--- src/rtl/encoder83_irq_pkg.sv ---
// Shared widths and index helpers for the 8-line event encoder.
package encoder_pkg;

  localparam int unsigned N = 8;
  localparam int unsigned W = 3;

  // Lowest set bit index of vec; 0 when vec is empty.
  function automatic logic [W-1:0] lowest_idx(input logic [N-1:0] vec);
    logic [W-1:0] idx;
    idx = '0;
    for (int i = N - 1; i >= 0; i--) begin
      if (vec[i]) idx = W'(i);
    end
    return idx;
  endfunction

  function automatic logic [N-1:0] onehot(input logic [W-1:0] idx);
    logic [N-1:0] vec;
    vec      = '0;
    vec[idx] = 1'b1;
    return vec;
  endfunction

endpackage

--- src/rtl/encoder83_irq_prio_enc83.sv ---
// Combinational lowest-index priority encoder over the pending vector.
module prio_enc83
  import encoder_pkg::*;
(
  input  logic [N-1:0] i_vec,
  output logic [W-1:0] o_idx,
  output logic         o_any
);

  assign o_idx = lowest_idx(i_vec);
  assign o_any = |i_vec;

endmodule

--- src/rtl/encoder83_irq.sv ---
// Latches request-line events into a pending register and presents the
// lowest pending index to a consumer through a valid/ack handshake.
module encoder83_irq
  import encoder_pkg::*;
#(
  parameter bit EDGE = 1'b1
) (
  input  logic         i_clk,
  input  logic         i_rst,
  input  logic [N-1:0] i_req,
  input  logic         i_opt,
  input  logic         i_ack,
  input  logic         i_ovf_clr,
  output logic         o_valid,
  output logic [W-1:0] o_idx,
  output logic [N-1:0] o_pend,
  output logic         o_ovf
);

  logic [N-1:0] r_prev;
  logic         r_opt;
  logic         r_arm;

  logic [N-1:0] w_act;
  logic [N-1:0] w_set;
  logic [N-1:0] w_clr;
  logic [N-1:0] w_pend_next;
  logic         w_accept;
  logic         w_ovf_set;
  logic [W-1:0] w_idx_next;
  logic         w_any_next;

  // Event detection is muted on the arming cycle and whenever polarity flips,
  // since either would otherwise show every active line as a fresh edge.
  always_comb begin
    w_act       = i_opt ? i_req : ~i_req;
    w_set       = '0;
    w_clr       = '0;
    w_accept    = o_valid & i_ack;
    w_ovf_set   = 1'b0;
    if (r_arm && (i_opt == r_opt)) begin
      w_set = EDGE ? (w_act & ~r_prev) : w_act;
    end
    if (w_accept) w_clr = onehot(o_idx);
    w_pend_next = (o_pend & ~w_clr) | w_set;
    if (EDGE) w_ovf_set = |(w_set & o_pend & ~w_clr);
  end

  prio_enc83 u_prio (
    .i_vec (w_pend_next),
    .o_idx (w_idx_next),
    .o_any (w_any_next)
  );

  always_ff @(posedge i_clk) begin
    if (i_rst) begin
      r_prev  <= '0;
      r_opt   <= i_opt;
      r_arm   <= 1'b0;
      o_pend  <= '0;
      o_valid <= 1'b0;
      o_idx   <= '0;
      o_ovf   <= 1'b0;
    end else begin
      r_prev <= w_act;
      r_opt  <= i_opt;
      r_arm  <= 1'b1;
      o_pend <= w_pend_next;
      // Presented index holds until consumed; no preemption by lower indices.
      if (!o_valid || w_accept) begin
        o_valid <= w_any_next;
        o_idx   <= w_idx_next;
      end
      if (w_ovf_set)      o_ovf <= 1'b1;
      else if (i_ovf_clr) o_ovf <= 1'b0;
    end
  end

endmodule

--- config.mk ---
export PLATFORM = sky130hd
export DESIGN_NAME = encoder83_irq
export DESIGN_NICKNAME = d
export VERILOG_FILES = /design/src/rtl/encoder83_irq_pkg.sv /design/src/rtl/encoder83_irq_prio_enc83.sv /design/src/rtl/encoder83_irq.sv
export SDC_FILE = /design/constraint.sdc
export NUM_CORES = 1
export LEC_CHECK = 0
export ABC_AREA = 1
export CORE_MARGIN = 2
export CORE_UTILIZATION = 35
export CTS_CLUSTER_DIAMETER = 100
export DETAILED_ROUTE_END_ITERATION = 6
export GPL_ROUTABILITY_DRIVEN = 0
export PLACE_DENSITY_LB_ADDON = 0.25
export SLEW_MARGIN = 20
export SYNTH_ARGS = -nofsm -noshare
export SYNTH_HDL_FRONTEND = slang
export SYNTH_SLANG_ARGS = --single-unit
--- constraint.sdc ---
create_clock -name i_clk -period 1.35 [get_ports i_clk]
set_clock_uncertainty 0.15 [all_clocks]
set_input_delay 0.135 -clock i_clk [delete_from_list [all_inputs] [get_ports i_clk]]
set_output_delay 0.135 -clock i_clk [all_outputs]
set_load 0.005 [all_outputs]
==> results of run 1 <==
[registers in the layout (all words and copies together), names as in the netlist]
signal   cells
o_idx        3
o_ovf        1
o_pend       8
o_valid      1
r_arm        1
r_opt        1
r_prev       8
[synth_stat cells (2+ instances only)]
library cell,count
o21a_1,2
nor3_2,2
inv_1,17
nand3_1,4
xor2_1,5
nor2_2,2
a21boi_0,3
nand2_1,38
nor3_1,5
a21oi_1,2
nor2_1,31
dfxtp_1,23
a21oi_2,2
[final timing paths]
kind             from  slack (ps)       end  cells past startpoint
min reg2reg  o_idx[1]         400  o_idx[1]                      2
min             i_opt         110     r_opt                      2
max             r_opt        -220  o_idx[1]                     11
max reg2reg     r_opt        -220  o_idx[1]                     11
[final cells by class]
cell class / instances / area [sq um]
inverter: 18 / 70.1
sequential: 23 / 483
fill: 265 / 1180
clock buffer: 4 / 26.3
tap: 33 / 41.3
timing repair buffer: 55 / 498
multi-input combinational: 107 / 706
[layer usage]
layer	track usage, %	vias to the layer above
met5	0	-
met2	27.3	17
met4	6.98	0
met3	2.81	4
li1	-	580
met1	18.8	492
[stage by stage]
step / TNS (ps) / hold WS [ps] / cells
2_1_floorplan: -210 / 12.7 / 151
3_3_place_gp: -5940 / 351 / 233
4_1_cts: -1490 / 119 / 238
3_5_place_dp: -6470 / 363 / 233
6_report: -1400 / 114 / 240
5_1_grt: -2510 / 103 / 240
[layout by cell type, fill, tap and decap left out, drive strengths merged]
cell type / n
nand3b: 1
nand3: 6
a31oi: 1
dlygate4sd2: 11
clkbuf: 4
inv: 18
buf: 30
nand2: 39
dfxtp: 23
a21boi: 3
o31ai: 1
and2: 1
nor2: 34
o21a: 2
clkdlybuf4s15: 1
xnor2: 1
xor2: 5
a21oi: 4
dlymetal6s2s: 2
a2bb2oi: 1
clkdlybuf4s50: 11
o21ai: 1
nor3: 7
[kinds of logic after synthesis]
family,count (synthesis),share of synthesized area [%]
XOR/XNOR,6,4.80
AND/OR/NAND/NOR,88,36.8
buffers and inverters,21,7.88
flip-flops,23,42.1
AO/OA/AOI/OAI,13,8.46
[power by group]
part           leakage [uW]  switching [uW]  internal (uW)  total, uW
Clock             0.0000150             211            116        326
Sequential         0.000196            54.5            745        799
Combinational      0.000683             266            300        566
[what timing repair did]
item / 4_1_cts / 5_1_grt
setup buffers: 1 / 4
resized for setup: 35 / 25
setup endpoints to repair: 26 / 16
hold buffers: 0 / 0
pin swaps: 4 / 16
==> results.toml, run 1 <==
[run_status]
outcome = "finished, violations left"
violations = "setup timing"

[die]
die_h_microns = 59.9
fp-row-count = 20
start_util_pct = 36.5
core-area_sq_um = 3000
die_area_sq_um = 3590
die_w_microns = 59.9
ios = 26

[clocking]
cts_buffers = 3
root_buffer = "clkbuf_4"
cts_tree = "built"
clkLatencyLatePin_ps = 320
numClockSinks = 23
cts_max_level = 1
clkTransAtPathRegs_ps = 130
cts_max_path_buffers = 2

[synth]
synthDistinctLibCells = 28
postSynthAreaPerCell_sq_um = 7.25
yosysWarnings = 0
synth_top_cell_area_share_pct = 42.1
ys_dominant_reg_cell = "dfxtp_1"
synth_nets = 164
postSynthCellCount = 151
synth_area_leaders = "dfxtp_1 (42%), nand2_1 (13%), nor2_1 (11%)"
synth_seq_cells = 23
syn_area_sq_um = 1090
synth-async-reset-ratio_pct = 0
synth_top_cell_by_area = "dfxtp_1"
seq_area_frac_synth_pct = 42.1
synth-edff-count = 0

[global_routing]
antenna_found_initial = 0
grt.overflow.total = 0
track_usage_pct = 15.8
first_global_vias = 996
grt_max_degree = 23
grt_pass1_wl_mm = 4.21

[final_layout]
num_antenna_cells = 0
syn2layout_area_growth_pct = 66.6
drive_above_1_share_pct = 42.5
final_nets = 221
final_cell_area_sq_um = 1820
fin_util_pct = 60.8

[routing]
drt-initial-drc-count = 38
ant_nets = 0
topRoutingLayerUsed = "met4"
routed_via_density = 4.55
met1_length_mm = 1.14
wl_met2_mm = 1.42
num_vias = 1093
post-route-drc-count = 0
drt_first_pass_iters = 4
wl_met3_microns = 77
route.detailed.wl_per_inst_microns = 11.1
routed_wl_mm = 2.66

[setup_path]
critical-path-top-delay-family = "simple AND/OR/NAND/NOR gates"
path_buf_inv = 2
crit_arrival_ps = 1680
cp-end-kind = "flip-flop"
required_ps = 1450
cp_max_fo = 7
crit_slowest_cell = "dfxtp_2"
slowest_delay_ps = 380
path_class = "reg -> reg"
cp_cell_sequence = "inv_2 -> nand2_4 -> nand3_4 -> nor2_4 -> nor2_4 -> buf_6 -> nand2_1 -> nand2_1 -> nand2_2 -> nand2_2 -> a21oi_2"
critPathLaunchType = "flip-flop"

[sta]
min_period_ps = 1570
setup_viol = 11
maxSlewViolCount = 0
period_share_pct = 117
hold_violations = 0
worst_pin_slew_ps = 260
rsz0062_at_grt = "true"
max_slew_margin_pct = 82.6
max_freq_mhz = 636
setup_ws_ps = -223

[place]
io_buffer_count = 25
placed_area_sq_um = 1630
place_ws_ps = -610
hpwl_mm = 1.97

[power_and_ir_drop]
p_leak_uw = 0.000894
fin_total_pwr_uw = 1690
ir_worst_vdd_mv = 0.425
p_per_area_nw_per_um2 = 927

[job]
drv_cap = 0

[hold_path]
hp-class = "in -> reg"
Note: power is estimated with default switching activity, not from simulation.
==> inputs of run 2 (changes only) <==
--- a/config.mk
+++ b/config.mk
@@ -12,6 +12,7 @@
 export DETAILED_ROUTE_END_ITERATION = 6
 export GPL_ROUTABILITY_DRIVEN = 0
 export PLACE_DENSITY_LB_ADDON = 0.25
+export SKIP_CTS_REPAIR_TIMING = 1
 export SLEW_MARGIN = 20
 export SYNTH_ARGS = -nofsm -noshare
 export SYNTH_HDL_FRONTEND = slang
==> results.toml, run 2 (same netlist as run 1, synthesis figures left out) <==
[run_status]
outcome = "finished, violations left"
violations = "setup timing"

[routing]
drt-initial-drc-count = 31
post-route-drc-count = 0
route.detailed.wl_per_inst_microns = 10.9
drt_first_pass_iters = 4
ant_nets = 0
routed_wl_mm = 2.61
num_vias = 1080
routed_via_density = 4.50

[setup_path]
required_ps = 1460
r2r_slack_ps = -220
critPathLaunchType = "flip-flop"
r2r_cells = 11
critPathLaunch = "r_opt"
reg2reg_to = "o_idx[1]"
cp_max_fo = 7
cp-end-kind = "flip-flop"
rr_startpoint = "r_opt"
crit_arrival_ps = 1680
path_class = "reg -> reg"

[sta]
setup_ws_ps = -220
period_share_pct = 116
rsz0062_at_grt = "true"
worst_pin_slew_ps = 331
setup_viol = 10
maxSlewViolCount = 0
max_slew_margin_pct = 77.9
max_freq_mhz = 637
min_period_ps = 1570
hold_violations = 0

[final_layout]
layout_common_cells = "nand2_1 (35), buf_4 (26), nor2_1 (23)"
syn2layout_area_growth_pct = 67.2
final_common_cell = "nand2_1"
reg_top3 = "o_pend: 8 flops, r_prev: 8 flops, o_idx: 3 flops"
drive_above_1_share_pct = 40.6
final_cell_area_sq_um = 1830
fillers = 278
stdcell_count = 240
num_antenna_cells = 0
final_nets = 221

[power_and_ir_drop]
power.switching_uw = 520
p_leak_uw = 0.00105
switching_share_pct = 31.0
p_per_area_nw_per_um2 = 918
p_comb_share_pct = 32.8
power.share.sequential_pct = 47.2
power_frac_clock_pct = 20.0
internal_power_uw = 1160
ir_worst_vdd_mv = 0.448

[clocking]
root_buffer = "clkbuf_4"
cts_tree = "built"
numClockSinks = 23
cts_max_level = 1
clkTransAtPathRegs_ps = 130
cts_buffers = 3
cts_max_path_buffers = 2
clkLatencyLatePin_ps = 320

[global_routing]
grt.overflow.total = 0
grt_pass1_wl_mm = 4.06
track_usage_pct = 15.2
first_global_vias = 979
grt_max_degree = 23
antenna_found_initial = 0

[place]
hpwl_mm = 1.97
placed_cells = 233
placed_area_sq_um = 1630
io_buffer_count = 25

[hold_path]
min_to = "r_opt"
hp-class = "in -> reg"
min-delay-start = "i_opt"
whs_path_depth = 2

[die]
die_h_microns = 59.9
fp-row-count = 20
die_w_microns = 59.9
start_util_pct = 36.5
core-area_sq_um = 3000
ios = 26
die_area_sq_um = 3590

[job]
drv_cap = 0
==> run 2: routing by layer <==
| layer | GRT usage [%] | vias to the layer above | wire [microns] |
|---|---|---|---|
| li1 | - | 576 | - |
| met1 | 18.6 | 481 | 1180 |
| met2 | 26.4 | 18 | 1300 |
| met3 | 2.60 | 5 | 94 |
| met4 | 5.71 | 0 | 38 |
| met5 | 0 | - | 0 |
==> run 2: power by group through the flow <==
stage          sequential (uW)  clock [uW]  combinational, uW
2_1_floorplan              797           0                246
3_3_place_gp               795           0                505
3_5_place_dp               799           0                509
4_1_cts                    783         336                512
5_1_grt                    802         369                614
6_report                   793         336                552
==> run 2: stage by stage <==
stage               setup slack (ps)  setup TNS [ps]  hold slack [ps]  utilization, %  power, uW
global route                    -349           -2410            -3.91            61.0       1790
CTS                             -282           -3340              306            55.1       1630
global placement                -586           -5940              351            54.3       1300
detailed placement              -610           -6470              363            54.3       1310
finish                          -220           -1160            0.527            61.0       1680
floorplan                      -77.4            -210             12.7               -       1040
==> run 2: how the worst max path moves through the flow <==
| stage | to | depth (start not counted) |
|---|---|---|
| after global routing | o_idx[1] | 10 |
| final | o_idx[1] | 11 |
| after floorplan | o_idx[0] | 12 |
| after detailed placement | o_valid | 9 |
| after global placement | o_idx[0] | 12 |
| after CTS | o_valid | 9 |
==> run 2: cell type report <==
cell class / count / area [sq um] / area share, %
Multi-Input combinational cell: 107 / 676 / 36.9
Sequential cell: 23 / 485 / 26.5
Clock buffer: 4 / 26.3 / 1.44
Inverter: 18 / 67.6 / 3.69
Timing Repair Buffer: 55 / 534 / 29.2
Tap cell: 33 / 41.3 / 2.26
==> run 2: worst max-delay path, cell delays in order (launching register included) <==
cell and delay [ps]:
dfxtp_2 380, inv_2 50, nand2_4 60, nand3_4 160, nor2_4 180, nor2_4 40
buf_6 120, nand2_2 60, nand2_1 50, nand2_1 60, nand2_1 60, a21oi_2 130
